### config.mk
export PLATFORM = sky130hd
export DESIGN_NAME = mul_pp_sequencer_flat
export DESIGN_NICKNAME = d
export VERILOG_FILES = /design/src/rtl/mul_pp_sequencer_if.sv /design/src/rtl/mul_pp_sequencer.sv /design/src/flat_wrapper.sv
export SDC_FILE = /design/constraint.sdc
export NUM_CORES = 2
export LEC_CHECK = 0
export CAP_MARGIN = 10
export CELL_PAD_IN_SITES_DETAIL_PLACEMENT = 1
export CELL_PAD_IN_SITES_GLOBAL_PLACEMENT = 1
export CORE_MARGIN = 8
export CORE_UTILIZATION = 44
export CTS_CLUSTER_SIZE = 14
export DETAILED_ROUTE_END_ITERATION = 16
export GPL_TIMING_DRIVEN = 0
export PLACE_DENSITY = 0.78
export RECOVER_POWER = 25
export SYNTH_ARGS = -nofsm -noshare
export SYNTH_HDL_FRONTEND = slang
export SYNTH_SLANG_ARGS = --single-unit
### constraint.sdc
create_clock -name clk -period 6.9 [get_ports clk]
set_input_delay 1.38 -clock clk [delete_from_list [all_inputs] [get_ports clk]]
set_output_delay 1.38 -clock clk [all_outputs]
set_load 0.02 [all_outputs]
### src/rtl/mul_pp_sequencer_if.sv
// Operand/result handshake bundle between the stimulus source and the
// partial-product load sequencer.
interface mul_pp_sequencer_if #(
  parameter int N = 25
);
  logic             in_valid;
  logic             in_ready;
  logic [N-1:0]     in_a;
  logic [N-1:0]     in_b;
  logic             res_valid;
  logic             res_ready;
  logic [2*N:0]     res_prod;
  logic             res_mismatch;

  // Stimulus source side: offers operands, consumes verdicts.
  modport master (
    output in_valid, in_a, in_b, res_ready,
    input  in_ready, res_valid, res_prod, res_mismatch
  );

  // Sequencer side.
  modport slave (
    input  in_valid, in_a, in_b, res_ready,
    output in_ready, res_valid, res_prod, res_mismatch
  );
endinterface

### src/rtl/mul_pp_sequencer.sv
// Sequencer that serially loads every partial-product bit of a*b into the
// per-column shift registers feeding the NxN compressor, then captures the
// compressor output once and reports whether it equals the true product.
module mul_pp_sequencer #(
  parameter int N    = 25,
  parameter int LAT  = 0,
  parameter int ERRW = 16
) (
  input  logic                clk,
  input  logic                rst,
  mul_pp_sequencer_if.slave   bus,
  output logic [2*N-2:0]      col_bit,
  input  logic [2*N:0]        cmp_dst,
  output logic                busy,
  output logic [ERRW-1:0]     err_cnt
);

  localparam int NCOL = 2 * N - 1;
  localparam int TMAX = (N > LAT) ? N : LAT;
  localparam int TW   = $clog2(TMAX + 1);
  localparam int IW   = (N > 1) ? $clog2(N) : 1;

  localparam logic [TW-1:0] T_LOAD_LAST = TW'(N - 1);
  localparam logic [TW-1:0] T_WAIT_LAST = (LAT > 0) ? TW'(LAT - 1) : '0;

  typedef enum logic [2:0] {
    IDLE = 3'd0,
    LOAD = 3'd1,
    WAIT = 3'd2,
    CAPT = 3'd3,
    RESP = 3'd4
  } state_t;

  state_t            state_q, state_d;
  logic [TW-1:0]     t_q, t_d;
  logic [N-1:0]      a_q, a_d;
  logic [N-1:0]      b_q, b_d;
  logic [2*N:0]      prod_q, prod_d;
  logic              mis_q, mis_d;
  logic [ERRW-1:0]   err_q, err_d;
  logic [2*N-1:0]    prod_w;

  // Reference product of the latched operands, compared against the capture.
  assign prod_w = {{N{1'b0}}, a_q} * {{N{1'b0}}, b_q};

  // State and datapath registers; reset abandons any load in flight.
  always_ff @(posedge clk or posedge rst) begin
    // NOTE: sequential state uses non-blocking assignments so every register
    // samples pre-edge values, independent of block ordering.
    if (rst) begin
      state_q <= IDLE;
      t_q     <= '0;
      a_q     <= '0;
      b_q     <= '0;
      prod_q  <= '0;
      mis_q   <= 1'b0;
      err_q   <= '0;
    end else begin
      state_q <= state_d;
      t_q     <= t_d;
      a_q     <= a_d;
      b_q     <= b_d;
      prod_q  <= prod_d;
      mis_q   <= mis_d;
      err_q   <= err_d;
    end
  end

  // Next-state and datapath update: step counter, operand latch, capture.
  always_comb begin
    // NOTE: every variable gets a default first so no path can infer a latch.
    state_d = state_q;
    t_d     = t_q;
    a_d     = a_q;
    b_d     = b_q;
    prod_d  = prod_q;
    mis_d   = mis_q;
    err_d   = err_q;
    unique case (state_q)
      IDLE: begin
        t_d = '0;
        // in_ready is high throughout IDLE, so in_valid alone is the handshake.
        if (bus.in_valid) begin
          state_d = LOAD;
          a_d     = bus.in_a;
          b_d     = bus.in_b;
        end
      end
      LOAD: begin
        if (t_q == T_LOAD_LAST) begin
          t_d     = '0;
          state_d = (LAT > 0) ? WAIT : CAPT;
        end else begin
          t_d = t_q + 1'b1;
        end
      end
      WAIT: begin
        if (t_q == T_WAIT_LAST) begin
          t_d     = '0;
          state_d = CAPT;
        end else begin
          t_d = t_q + 1'b1;
        end
      end
      CAPT: begin
        prod_d  = cmp_dst;
        mis_d   = (cmp_dst != {1'b0, prod_w});
        if (mis_d && (err_q != {ERRW{1'b1}})) begin
          err_d = err_q + ERRW'(1);
        end
        state_d = RESP;
      end
      RESP: begin
        if (bus.res_ready) begin
          state_d = IDLE;
        end
      end
      default: state_d = IDLE;
    endcase
  end

  // Outputs: handshake flags and the per-column serial bits during LOAD.
  always_comb begin
    int h;
    int ilo;
    int p;
    h             = 0;
    ilo           = 0;
    p             = 0;
    bus.in_ready  = (state_q == IDLE);
    bus.res_valid = (state_q == RESP);
    busy          = (state_q != IDLE);
    col_bit       = '0;
    if (state_q == LOAD) begin
      for (int k = 0; k < NCOL; k++) begin
        // Column k holds h partial products a[i]*b[k-i], i = ilo..ilo+h-1.
        // Leading zeros are shifted first so the last h edges load them.
        h   = (k + 1 < NCOL - k) ? (k + 1) : (NCOL - k);
        ilo = (k - N + 1 > 0) ? (k - N + 1) : 0;
        p   = int'(t_q) - (N - h);
        if (p >= 0) begin
          col_bit[k] = a_q[IW'(ilo + p)] & b_q[IW'(k - ilo - p)];
        end
      end
    end
  end

  assign bus.res_prod     = prod_q;
  assign bus.res_mismatch = mis_q;
  assign err_cnt          = err_q;

endmodule
### src/flat_wrapper.sv
// flat-port wrapper written by rule: the top's interface ports become plain ports
module mul_pp_sequencer_flat 
#(
  parameter int N    = 25,
  parameter int LAT  = 0,
  parameter int ERRW = 16
)
  (clk, rst, col_bit, cmp_dst, busy, err_cnt, bus_in_valid, bus_in_a, bus_in_b, bus_res_ready, bus_in_ready, bus_res_valid, bus_res_prod, bus_res_mismatch);
  mul_pp_sequencer_if #(.N(N)) bus_i ();
  input  logic clk;
  input  logic rst;
  output logic [2*N-2:0] col_bit;
  input  logic [2*N:0] cmp_dst;
  output logic busy;
  output logic [ERRW-1:0] err_cnt;
  input wire logic [$bits(bus_i.in_valid)-1:0] bus_in_valid;
  input wire logic [$bits(bus_i.in_a)-1:0] bus_in_a;
  input wire logic [$bits(bus_i.in_b)-1:0] bus_in_b;
  input wire logic [$bits(bus_i.res_ready)-1:0] bus_res_ready;
  output wire logic [$bits(bus_i.in_ready)-1:0] bus_in_ready;
  output wire logic [$bits(bus_i.res_valid)-1:0] bus_res_valid;
  output wire logic [$bits(bus_i.res_prod)-1:0] bus_res_prod;
  output wire logic [$bits(bus_i.res_mismatch)-1:0] bus_res_mismatch;
  assign bus_i.in_valid = bus_in_valid;
  assign bus_i.in_a = bus_in_a;
  assign bus_i.in_b = bus_in_b;
  assign bus_i.res_ready = bus_res_ready;
  assign bus_in_ready = bus_i.in_ready;
  assign bus_res_valid = bus_i.res_valid;
  assign bus_res_prod = bus_i.res_prod;
  assign bus_res_mismatch = bus_i.res_mismatch;
  mul_pp_sequencer #(.N(N), .LAT(LAT), .ERRW(ERRW)) u_core (.clk(clk), .rst(rst), .bus(bus_i), .col_bit(col_bit), .cmp_dst(cmp_dst), .busy(busy), .err_cnt(err_cnt));
endmodule
==> results.md <==
* Fmax at 119 MHz
* Yosys top cell by area: fa_1
* Boundary Pins at 225
* Clock Skew at 0.0138 ns
* Total number of vias at between 30000 and 40000
* Max-slew violation count at 129
* Filler cells at 8394
* Number of placement rows at 100
* GRT Overall Usage at roughly 35%
* DR iter-0 viols at 2969
* Final worst slack at -1.52 ns
* Vias/cell at between 6 and 7
* CP Launch Type: flip-flop
* RSZ-0062 raised after global routing: true
* Vias in the first global route at 34253
* Dpl hpwl at between 100 and 150 mm
* Simple-gate share of the synthesized area at 19.3%
* Cell Area, Synth at about 0.033 mm^2
* Largest net degree at the start of global routing at just over 70
* WL per Instance at between 20 and 30 um
* Post-synth EDFFs at 0
* Die height at 290 um
* Grt met1 use at between 40% and 50%
* Hold WC Path Type: reg -> reg
* Clock latency reported for the late side of the worst-skew pair at 0.51 ns
* Crit Path Category: reg -> reg
* Adder-Cell Fraction of Synth Area at 40.2%
* 1st-pass router iterations at 5
* Crit path DAT at 8.81 ns
* Post-Layout Inst Area at 0.0411 mm^2
* Number of library cell types mapped by synthesis at 88
* Sequential cell area at 0.00317 mm^2
* Most Used Layer, Global Route: met2
* Htree depth at 4
* Synth async-reset ratio at 100%
* Rel. slew slack at -75.4%
* Critical Path Max Stage Delay at between 0.6 and 0.7 ns
* Final setup vio count at 17
* Minimum clock period at ~8.4 ns
* CTS clk-pin slew, worst paths at roughly 0.08 ns
* Global-route wire length before repair at 222 mm
* Placed insts at slightly below 5000
* Largest cells by area after synthesis: fa_1 32%, dfrtp_1 9.5%, ha_1 8.3%
* DR DRC count at 0
* Initial core utilization at 44.4%
* Final-report hold violation count at 0
* Port buffer count at 224
* Worst flop-to-flop path startpoint: u_core.a_q[11]
* Max cap viols at 2
* Grt met3 use at ~8.3%
* Mapped Nets at 4562
* Hold Buf Count CTS at 0
* Inserted Clock Buffers at 17
* Die area at 0.0842 mm^2
* Core area at about 0.074 mm^2
* Area of the multi-input gates at around 0.028 mm^2
* Yosys Warn Count at 0
* CTS tree: done
* Sequential share of the synthesized area at 9.54%
* Primary FF master, synth: dfrtp_1
* Commonest cells in the netlist: 540 x nand2_1, 526 x fa_1, 503 x inv_1
* Final period utilization at 122%
* Clock sinks at 126
* Largest family of logic cells by synthesized area: adder cells
* Die width at 290 um
* Placed cell area at 0.0369 mm^2
* Status: finished with violations
* Met2 Use GR at 54.8%
* CP most frequent cell: fa_1
* Worst Tran Pin Value at 2.62 ns
* Post-route antenna net violation count at 0
* Worst-case clock buffer depth at 2
* Cell with the most instances after synthesis: nand2_1
* Area growth from synthesis to layout at 24.5%
* Critical Path Sink Type: flip-flop
* Mux contribution to synthesized area at 10.5%
* Mapped Cells at 3711
* Seq cells post-synth at 126
* Worst Hold Launch: u_core.bus.res_prod[9]
* Total wire length at between 150 and 200 mm
* Share of cells above drive strength 1 at 17.5%
* Failing checks: capacitance limit, slew limit, setup timing
* Crit Path Max Fanout at 10
* Post-Synth XOR/XNOR Area at ~4.6%
* Post-Layout Cell Count at 5113
* Share of the synthesized area in the top cell type at 31.9%
* Nets at 4975
* Routability cong. at a little under 1
* Slowest CP cell: fa_1
* Compound-Gate Fraction of Synth Area at under 10%
* Root Buffer: clkbuf_16
* Grt ovf at 0
* CP startpoint: u_core.a_q[11]
* Syn Area/Cell at 8.91 um^2
* Initial antenna violation count at 12
* CP Data Required Time at 7.29 ns
## kinds of logic (layout without fill, tap and decap cells)
kind of cell | after synthesis | in the layout
buf+inv | 764 | 1190
other cells | 0 | 7
flops | 126 | 126
mux | 266 | 266
xor+xnor | 172 | 172
fa+ha+maj | 746 | 746
compound gates | 369 | 369
simple gates | 1268 | 1268
## worst max-delay path: cells and delay by family (launching register included)
family,cells,cell delay [ns]
flip-flops,1,0.43
buffers and inverters,9,1.28
AO/OA/AOI/OAI,1,0.56
AND/OR/NAND/NOR,10,1.82
adder cells (fa/ha/maj),8,4.05
XOR/XNOR,1,0.15
## metal layers
layer / vias up / wire length (um)
met1: 15785 / 54600
met2: 2009 / 69000
li1: 12657 / -
met3: 705 / 14200
met4: 10 / 13200
met5: - / 68
## worst paths after layout
check                                    endpoint  cells past startpoint  slack, ns
min in group asynchronous       u_core.err_cnt[0]                      2       2.03
setup / recovery               u_core.err_cnt[14]                     29      -1.52
hold reg to reg            u_core.bus.res_prod[9]                      2       0.48
setup reg to reg               u_core.err_cnt[14]                     29      -1.52
max in group asynchronous          u_core.b_q[11]                      3       1.70
hold / removal             u_core.bus.res_prod[9]                      2       0.48
## what timing repair did
action | in CTS | in global routing
pin swaps | 91 | 49
setup buffers | 156 | 25
resized for setup | 467 | 66
gates cloned | 2 | 0
endpoints found under the setup margin | 66 | 33
## area by class of cell
| cell class | count | share of cell area (%) |
|---|---|---|
| diodes | 7 | 0.0426 |
| plain buffers | 241 | 6.23 |
| clock buffers | 19 | 1.10 |
| clock inverters | 13 | 0.404 |
| inverters | 509 | 4.66 |
| multi-input cells | 2821 | 67.8 |
| flip-flops and latches | 126 | 7.70 |
| well taps | 969 | 2.95 |
| repair buffers | 408 | 9.11 |
## cell usage in the layout (no fill, tap or decap), types with 104 or more instances in the layout
cell	Yosys	final
ha_1	220	213
buf_4	3	180
fa_1	526	507
clkdlybuf4s50_1	0	222
nand2_1	540	537
inv_1	503	498
mux2i_1	124	122
dfrtp_1	126	114
xnor2_1	111	104
and2_1	409	394
## sequential cells by signal, summed over array words and instances (netlist names)
| name | cells |
|---|---|
| u_core.state_q | 3 |
| u_core.bus.res_prod | 51 |
| u_core.err_cnt | 16 |
| u_core.b_q | 25 |
| u_core.t_q | 5 |
| u_core.bus.res_mismatch | 1 |
| u_core.a_q | 25 |
## stage by stage
stage,hold WS [ns],util (%),setup WS [ns],setup TNS (ns)
after floorplan,0.588,-,-0.291,-3.82
after global placement,0.457,49.5,-2.86,-58.36
after detailed placement,0.462,49.6,-2.89,-55.81
after CTS,0.480,54.8,-1.26,-20.20
after global routing,0.505,55.3,-1.67,-27.44
final,0.477,55.3,-1.52,-24.86
Power is not shown: default switching activity piles up to over one toggle a cycle in this logic, so the estimate is an artifact.
